<file path="src/rtl/fighter_action_fsm.sv">
// Per-player action sequencer: tracks horizontal position and timed actions
// (jump/kick/punch/guard), emitting registered status and one-cycle event pulses.
module fighter_action_fsm #(
  parameter int unsigned POS_WIDTH    = 4,
  parameter int unsigned POS_MIN      = 0,
  parameter int unsigned POS_MAX      = 15,
  parameter int unsigned POS_INIT     = 0,
  parameter int unsigned JUMP_CYCLES  = 8,
  parameter int unsigned KICK_CYCLES  = 4,
  parameter int unsigned PUNCH_CYCLES = 3,
  parameter int unsigned GUARD_CYCLES = 2
) (
  input  logic                 clk,
  input  logic                 rst,
  input  logic [2:0]           action,
  output logic [POS_WIDTH-1:0] pos,
  output logic [2:0]           state,
  output logic                 busy,
  output logic                 hit,
  output logic                 done
);

  localparam int unsigned MAX_JK  = (JUMP_CYCLES > KICK_CYCLES) ? JUMP_CYCLES : KICK_CYCLES;
  localparam int unsigned MAX_PG  = (PUNCH_CYCLES > GUARD_CYCLES) ? PUNCH_CYCLES : GUARD_CYCLES;
  localparam int unsigned MAX_DUR = (MAX_JK > MAX_PG) ? MAX_JK : MAX_PG;
  // Counter only ever holds DUR-1, so clog2(MAX_DUR) bits suffice.
  localparam int unsigned CNT_W   = (MAX_DUR > 1) ? $clog2(MAX_DUR) : 1;

  localparam logic [2:0] ACT_J  = 3'b001;
  localparam logic [2:0] ACT_K  = 3'b010;
  localparam logic [2:0] ACT_P  = 3'b011;
  localparam logic [2:0] ACT_W  = 3'b100;
  localparam logic [2:0] ACT_MF = 3'b101;
  localparam logic [2:0] ACT_MB = 3'b110;

  typedef enum logic [2:0] {
    ST_IDLE  = 3'b000,
    ST_JUMP  = 3'b001,
    ST_KICK  = 3'b010,
    ST_PUNCH = 3'b011,
    ST_GUARD = 3'b100
  } state_t;

  state_t               cur_state, nxt_state;
  logic [CNT_W-1:0]     cnt, nxt_cnt;
  logic [POS_WIDTH-1:0] nxt_pos;
  logic                 nxt_hit, nxt_done;

  // State, position and pulse registers
  always_ff @(posedge clk or posedge rst) begin
    if (rst) begin
      cur_state <= ST_IDLE;
      cnt       <= '0;
      pos       <= POS_WIDTH'(POS_INIT);
      busy      <= 1'b0;
      hit       <= 1'b0;
      done      <= 1'b0;
    end else begin
      cur_state <= nxt_state;
      cnt       <= nxt_cnt;
      pos       <= nxt_pos;
      busy      <= (nxt_state != ST_IDLE);
      hit       <= nxt_hit;
      done      <= nxt_done;
    end
  end

  // Next-state, counter and position logic
  always_comb begin
    nxt_state = cur_state;
    nxt_cnt   = cnt;
    nxt_pos   = pos;
    nxt_hit   = 1'b0;
    nxt_done  = 1'b0;

    // Movement is allowed on the ground and in the air, including the jump's final cycle
    if (cur_state == ST_IDLE || cur_state == ST_JUMP) begin
      if (action == ACT_MF && pos != POS_WIDTH'(POS_MAX)) begin
        nxt_pos = pos + POS_WIDTH'(1);
      end else if (action == ACT_MB && pos != POS_WIDTH'(POS_MIN)) begin
        nxt_pos = pos - POS_WIDTH'(1);
      end
    end

    case (cur_state)
      ST_IDLE: begin
        case (action)
          ACT_J: begin
            nxt_state = ST_JUMP;
            nxt_cnt   = CNT_W'(JUMP_CYCLES - 1);
          end
          ACT_K: begin
            nxt_state = ST_KICK;
            nxt_cnt   = CNT_W'(KICK_CYCLES - 1);
            nxt_hit   = 1'b1;
          end
          ACT_P: begin
            nxt_state = ST_PUNCH;
            nxt_cnt   = CNT_W'(PUNCH_CYCLES - 1);
            nxt_hit   = 1'b1;
          end
          ACT_W: begin
            nxt_state = ST_GUARD;
            nxt_cnt   = CNT_W'(GUARD_CYCLES - 1);
          end
          default: ;
        endcase
      end
      ST_JUMP, ST_KICK, ST_PUNCH, ST_GUARD: begin
        if (cnt == '0) begin
          nxt_state = ST_IDLE;
          nxt_done  = 1'b1;
        end else begin
          nxt_cnt = cnt - CNT_W'(1);
        end
      end
      default: begin
        nxt_state = ST_IDLE;
        nxt_cnt   = '0;
      end
    endcase
  end

  assign state = cur_state;

endmodule

</file>
<file path="config.mk">
export PLATFORM = sky130hd
export DESIGN_NAME = fighter_action_fsm
export DESIGN_NICKNAME = d
export VERILOG_FILES = /design/src/rtl/fighter_action_fsm.sv
export SDC_FILE = /design/constraint.sdc
export NUM_CORES = 1
export LEC_CHECK = 0
export BUFFER_PORTS_ARGS = -buffer_cell sky130_fd_sc_hd__buf_2
export CAP_MARGIN = 0
export CORE_UTILIZATION = 53
export DETAILED_ROUTE_END_ITERATION = 8
export GPL_TIMING_DRIVEN = 0
export PLACE_DENSITY = 0.76
export RECOVER_POWER = 100
export SETUP_SLACK_MARGIN = 0.02
export SLEW_MARGIN = 20
export SYNTH_ARGS = -nofsm -noshare
export SYNTH_HDL_FRONTEND = slang
export SYNTH_SLANG_ARGS = --single-unit
</file>
<file path="constraint.sdc">
create_clock -name clk -period 2.21 [get_ports clk]
set_input_delay 0.442 -clock clk [delete_from_list [all_inputs] [get_ports clk]]
set_output_delay 0.442 -clock clk [all_outputs]
set_load 0.005 [all_outputs]
</file>
After elaboration in Yosys (flattened, before gate mapping). Cells that the tools add are included.

$add $sub $neg: 3. Reductions and logical operators: 12. Equal/unequal tests: 13. Mux-type cells: 12.

Operators with widths (count): $pmux 3 s4 (2); $eq 3x2->1 const B (4); $eq 3x3->1 const B (4); $pmux 3 s2 (2); $mux 4 (2); $eq 3x1->1 const B (2); $logic_not 3->1 (2); $mux 3 (2); $ne 5x1->1 const B (1); $add 4x1->4 const B (1); $mux 1 (4); $ne 4x4->1 const B (1); $reduce_and 2->1 (2); $reduce_bool 4->1 (1); $reduce_or 4->1 (1); $sub 4x1->4 const B (1); $reduce_bool 3->1 (1); $sub 3x1->3 const B (1); $logic_and 1x1->1 (2); $ne 2x2->1 const B (1); $reduce_bool 2->1 (1); $reduce_or 2->1 (1); $logic_or 1x1->1 (1).

Output and inout port bits: 10. Register bits after elaboration: 13.

Logic depth before layout (Yosys ltp).
Depth after elaboration: 4. Mapped depth: 7. Mapped depth without buffers: 7.

Worst setup path after synthesis. OpenSTA, ideal clock, no wires.

Path type: register to register. Start point: register pos[0]. End point: register pos[3]. Buffers on the path: 0. Slack: 0.168 ns. Cell stages (with the launch flop): 8. Period minus slack after synthesis: 2.042 ns. Arrival: 1.917 ns. Cell sequence: dfrtp_1 > and4_1 > or2_2 > ha_1 > a21oi_1 > a211oi_1 > o2111ai_1 > xnor2_1.

Longest elaborated chain between the ends: 4. Elaborated cells between the ends (all ways): 10. Those cells by class: 2 x add/sub; 1 x eq/ne; 2 x mux; 5 x reduce/logical.

Ends and longest elaborated chain: from (decl) (line 16) `output logic [POS_WIDTH-1:0] pos,`; from (signal assigned) (line 54) `pos <= POS_WIDTH'(POS_INIT);`; from (signal assigned) (line 61) `pos <= nxt_pos;`; branches (longest 4 deep; another with $sub 4x1->4).

Several ways; the timed one is not identified. The select of a mux whose other input is x is not followed. A chain may end at the register's enable or synchronous reset.

Worst setup path in the final report.
Start point: register pos[1]. End point: register pos[3].

Same word-level chain as after synthesis.

==> impl_results.md <==
* Status: complete, no violations
* Final min period at 2.100 ns
* Initial drt markers at 8
* Largest net degree at the start of global routing at 14
* Required time of the critical path at 2.38 ns
* Clk_lat worst skew at 0.28 ns
* Slowest cell on crit path: dfrtp_2
* Chip height at 40.93 microns
* Die X at 40.93 microns
* Critical path data arrival time at 2.27 ns
* Mapped cell area at 803.3 sq um
* GRT Util Overall at 0.2149
* Via count at 659
* Worst Setup Start Kind: flip-flop
* Vias in the first global route at 518
* Antenna Cells at 0
* WS Path Type: flip-flop to flip-flop
* Root Buffer: clkbuf_4
* Number of buffers created by CTS at 3
* Layout net count at 111
* Hold Crit Class: input port to asynchronous set/reset pin
* Place WS at -0.01880 ns
* Share of cells above drive strength 1 at 0.2300
* Crit-path max FO at 6
* Routed length per placed instance at 13.90 microns
* Max-cap violations at 0
* DRC Markers at 0
* Final setup margin at 0.1105 ns
* Hpwl dp at 1101 microns
* F_max at 0.4763 GHz
* CTS Buffer Depth at 2
* Core area at 1350 sq um
* R2R depth at 7
* Cts hold-fix bufs at 0
* Sum Neg Setup Slack at 0 ns
* Global-route wire length before repair at 2270 microns
* CP Capture Type: flip-flop
* Worst slew pin tran at 0.4862 ns
* Async set-reset flop share out of synthesis at 1.000
* Ports at 15
* Fin crit share at 0.9500
* Flop pwr share at 0.343
* # setup viols final at 0
* Syn Inst Count at 78
* Final WL at 1599 microns
* Placed insts at 107
* Reg clk slew, reported paths at 0.08 ns
* Filler cell count at 114
* Rel. slew slack at 0.6755
* EDFF count, synth at 0
* Internal power at 769.2 uW
* Routability congestion estimate at 0.7631
* Clock Skew at 0.004951 ns
* Slew Viols, Final at 0
* Clock power share at 0.112
* Grt ovf at 0
* #FFs+latches synth at 13
* Logic pwr share at 0.544
* Initial Utilization at 0.5950
* Num Clock Sinks at 13
* Area grow syn2layout at 17.29%
* TritonCTS clock tree: yes
* Via-to-Cell Ratio at 5.730
* Maximum vdd drop at 0.8197 mV
* Initial antenna violation count at 0
* Leakage at 0.0004082 uW
* Post-route ant nets at 0
* Syn avg cell area at 10.30 sq um
* Area of the die at 1675 sq um
* Yosys cell types at 35
* Drt first pass iters at 4
* Port Buffer Count at 14
* Cells along the critical path: and4_1 -> or2_2 -> ha_4 -> a21oi_1 -> a211oi_1 -> o2111ai_1 -> xnor2_1
* Cell Pwr Density at 1417 nW/um^2
* Row count at 13
* RSZ-0062 raised after global routing: no
* Slowest stage delay, CP at 0.45 ns
* Mapped Nets at 88
* Switch Pwr at 565.4 uW
* Dominant synthesized flop cell: dfrtp_1
* Final hold violation count at 0
* Sw frac at 0.4237
* Yosys warns at 0
* H-tree levels at 1
* Sequential-to-total area share from yosys stat at 0.4050
* Non-Filler Instances at 115
[metal layers]
layer	vias to the layer above	global-route usage	share of wire
met5	-	0	0
met4	0	0.07500	0.013
met3	3	0.08152	0.048
met2	16	0.3164	0.46
met1	313	0.2833	0.48
li1	327	-	-
[power groups by stage]
stage	combinational (uW)	clock (uW)	sequential [uW]
after global placement	653	0	462
after detailed placement	677	0	468
after CTS	684	151	466
after global routing	825	166	475
after floorplan	499	0	455
final	727	150	458
[cell usage after synthesis, types with 2 or more instances]
| library cell | n | share of area |
|---|---|---|
| nand2_1 | 4 | 0.019 |
| nand2b_1 | 3 | 0.023 |
| nand3b_1 | 2 | 0.019 |
| a21oi_1 | 6 | 0.037 |
| xor2_1 | 2 | 0.022 |
| or3_1 | 3 | 0.023 |
| ha_1 | 4 | 0.062 |
| mux2_1 | 2 | 0.028 |
| nor2_1 | 5 | 0.023 |
| xnor2_1 | 2 | 0.022 |
| o21ai_1 | 2 | 0.012 |
| dfrtp_1 | 13 | 0.40 |
| o21ai_0 | 2 | 0.012 |
| nand3_1 | 3 | 0.019 |
| inv_1 | 5 | 0.023 |
[final timing paths]
check	start	endpoint	slack (ns)
min in group clk	action[2]	pos[3]	0.50
worst min-delay path	rst	state[0]	0.16
max in group asynchronous	rst	pos[0]	1.69
worst min register to register	cnt[0]	cnt[0]	0.50
worst max register to register	pos[1]	pos[3]	0.11
worst max-delay path	pos[1]	pos[3]	0.11
[stage by stage]
step,hold slack (ns),instance area [sq um],total power (uW),util
5_1_grt,0.2144,942.2,1466,0.6979
2_1_floorplan,0.3190,803.3,954.0,-
3_5_place_dp,0.4835,892.1,1146,0.6608
4_1_cts,0.1768,919.6,1301,0.6812
6_report,0.1610,942.2,1335,0.6979
3_3_place_gp,0.4739,892.1,1114,0.6608
[cell families after synthesis]
| group | count (synthesis) | synth area share |
|---|---|---|
| XOR/XNOR | 4 | 0.04362 |
| adder cells (fa/ha/maj) | 5 | 0.08723 |
| AO/OA/AOI/OAI | 20 | 0.1885 |
| multiplexers | 3 | 0.04050 |
| flip-flops | 13 | 0.4050 |
| AND/OR/NAND/NOR | 27 | 0.1978 |
| buffers and inverters | 6 | 0.03738 |
[placed cells by master (no fill, tap or decap), types with 2 or more instances in the layout]
cell | synthesis | layout
o21ai_0 | 2 | 4
buf_2 | 0 | 7
nand2b_1 | 3 | 3
nor2_1 | 5 | 5
ha_1 | 4 | 3
buf_4 | 0 | 3
a21oi_1 | 6 | 6
clkbuf_1 | 0 | 10
xnor2_1 | 2 | 2
xor2_1 | 2 | 2
or3_1 | 3 | 3
dfrtp_1 | 13 | 10
nand3_1 | 3 | 3
inv_1 | 5 | 5
nand3b_1 | 2 | 2
dfrtp_2 | 0 | 3
mux2_1 | 2 | 2
clkbuf_4 | 0 | 3
nand2_1 | 4 | 4
[what timing repair did]
action	4_1_cts	5_1_grt
buffers inserted	0	4
gates resized for setup	1	4
setup endpoints to repair	1	1
cloned	0	0
[worst max-delay path: cells and delay by family (launching register included)]
kind | cells | cell delay (ns)
compound gates | 3 | 0.47
xor+xnor | 1 | 0.15
fa+ha+maj | 1 | 0.31
flops | 1 | 0.45
simple gates | 2 | 0.61
[state kept, by name, summed over array words and instances (netlist names)]
| name | cells |
|---|---|
| pos | 4 |
| cnt | 3 |
| hit | 1 |
| done | 1 |
| busy | 1 |
| state | 3 |
[cell type report]
cell class	instances	area (sq um)	area share
Sequential cell	13	329.1	0.3493
Inverter	5	18.77	0.01992
Buffer	1	3.754	0.003984
Multi-Input combinational cell	59	457.9	0.4861
Tap cell	15	18.77	0.01992
Clock buffer	4	26.28	0.02789
Timing Repair Buffer	18	87.58	0.09296
No activity file was read; power rests on OpenSTA's default activity.
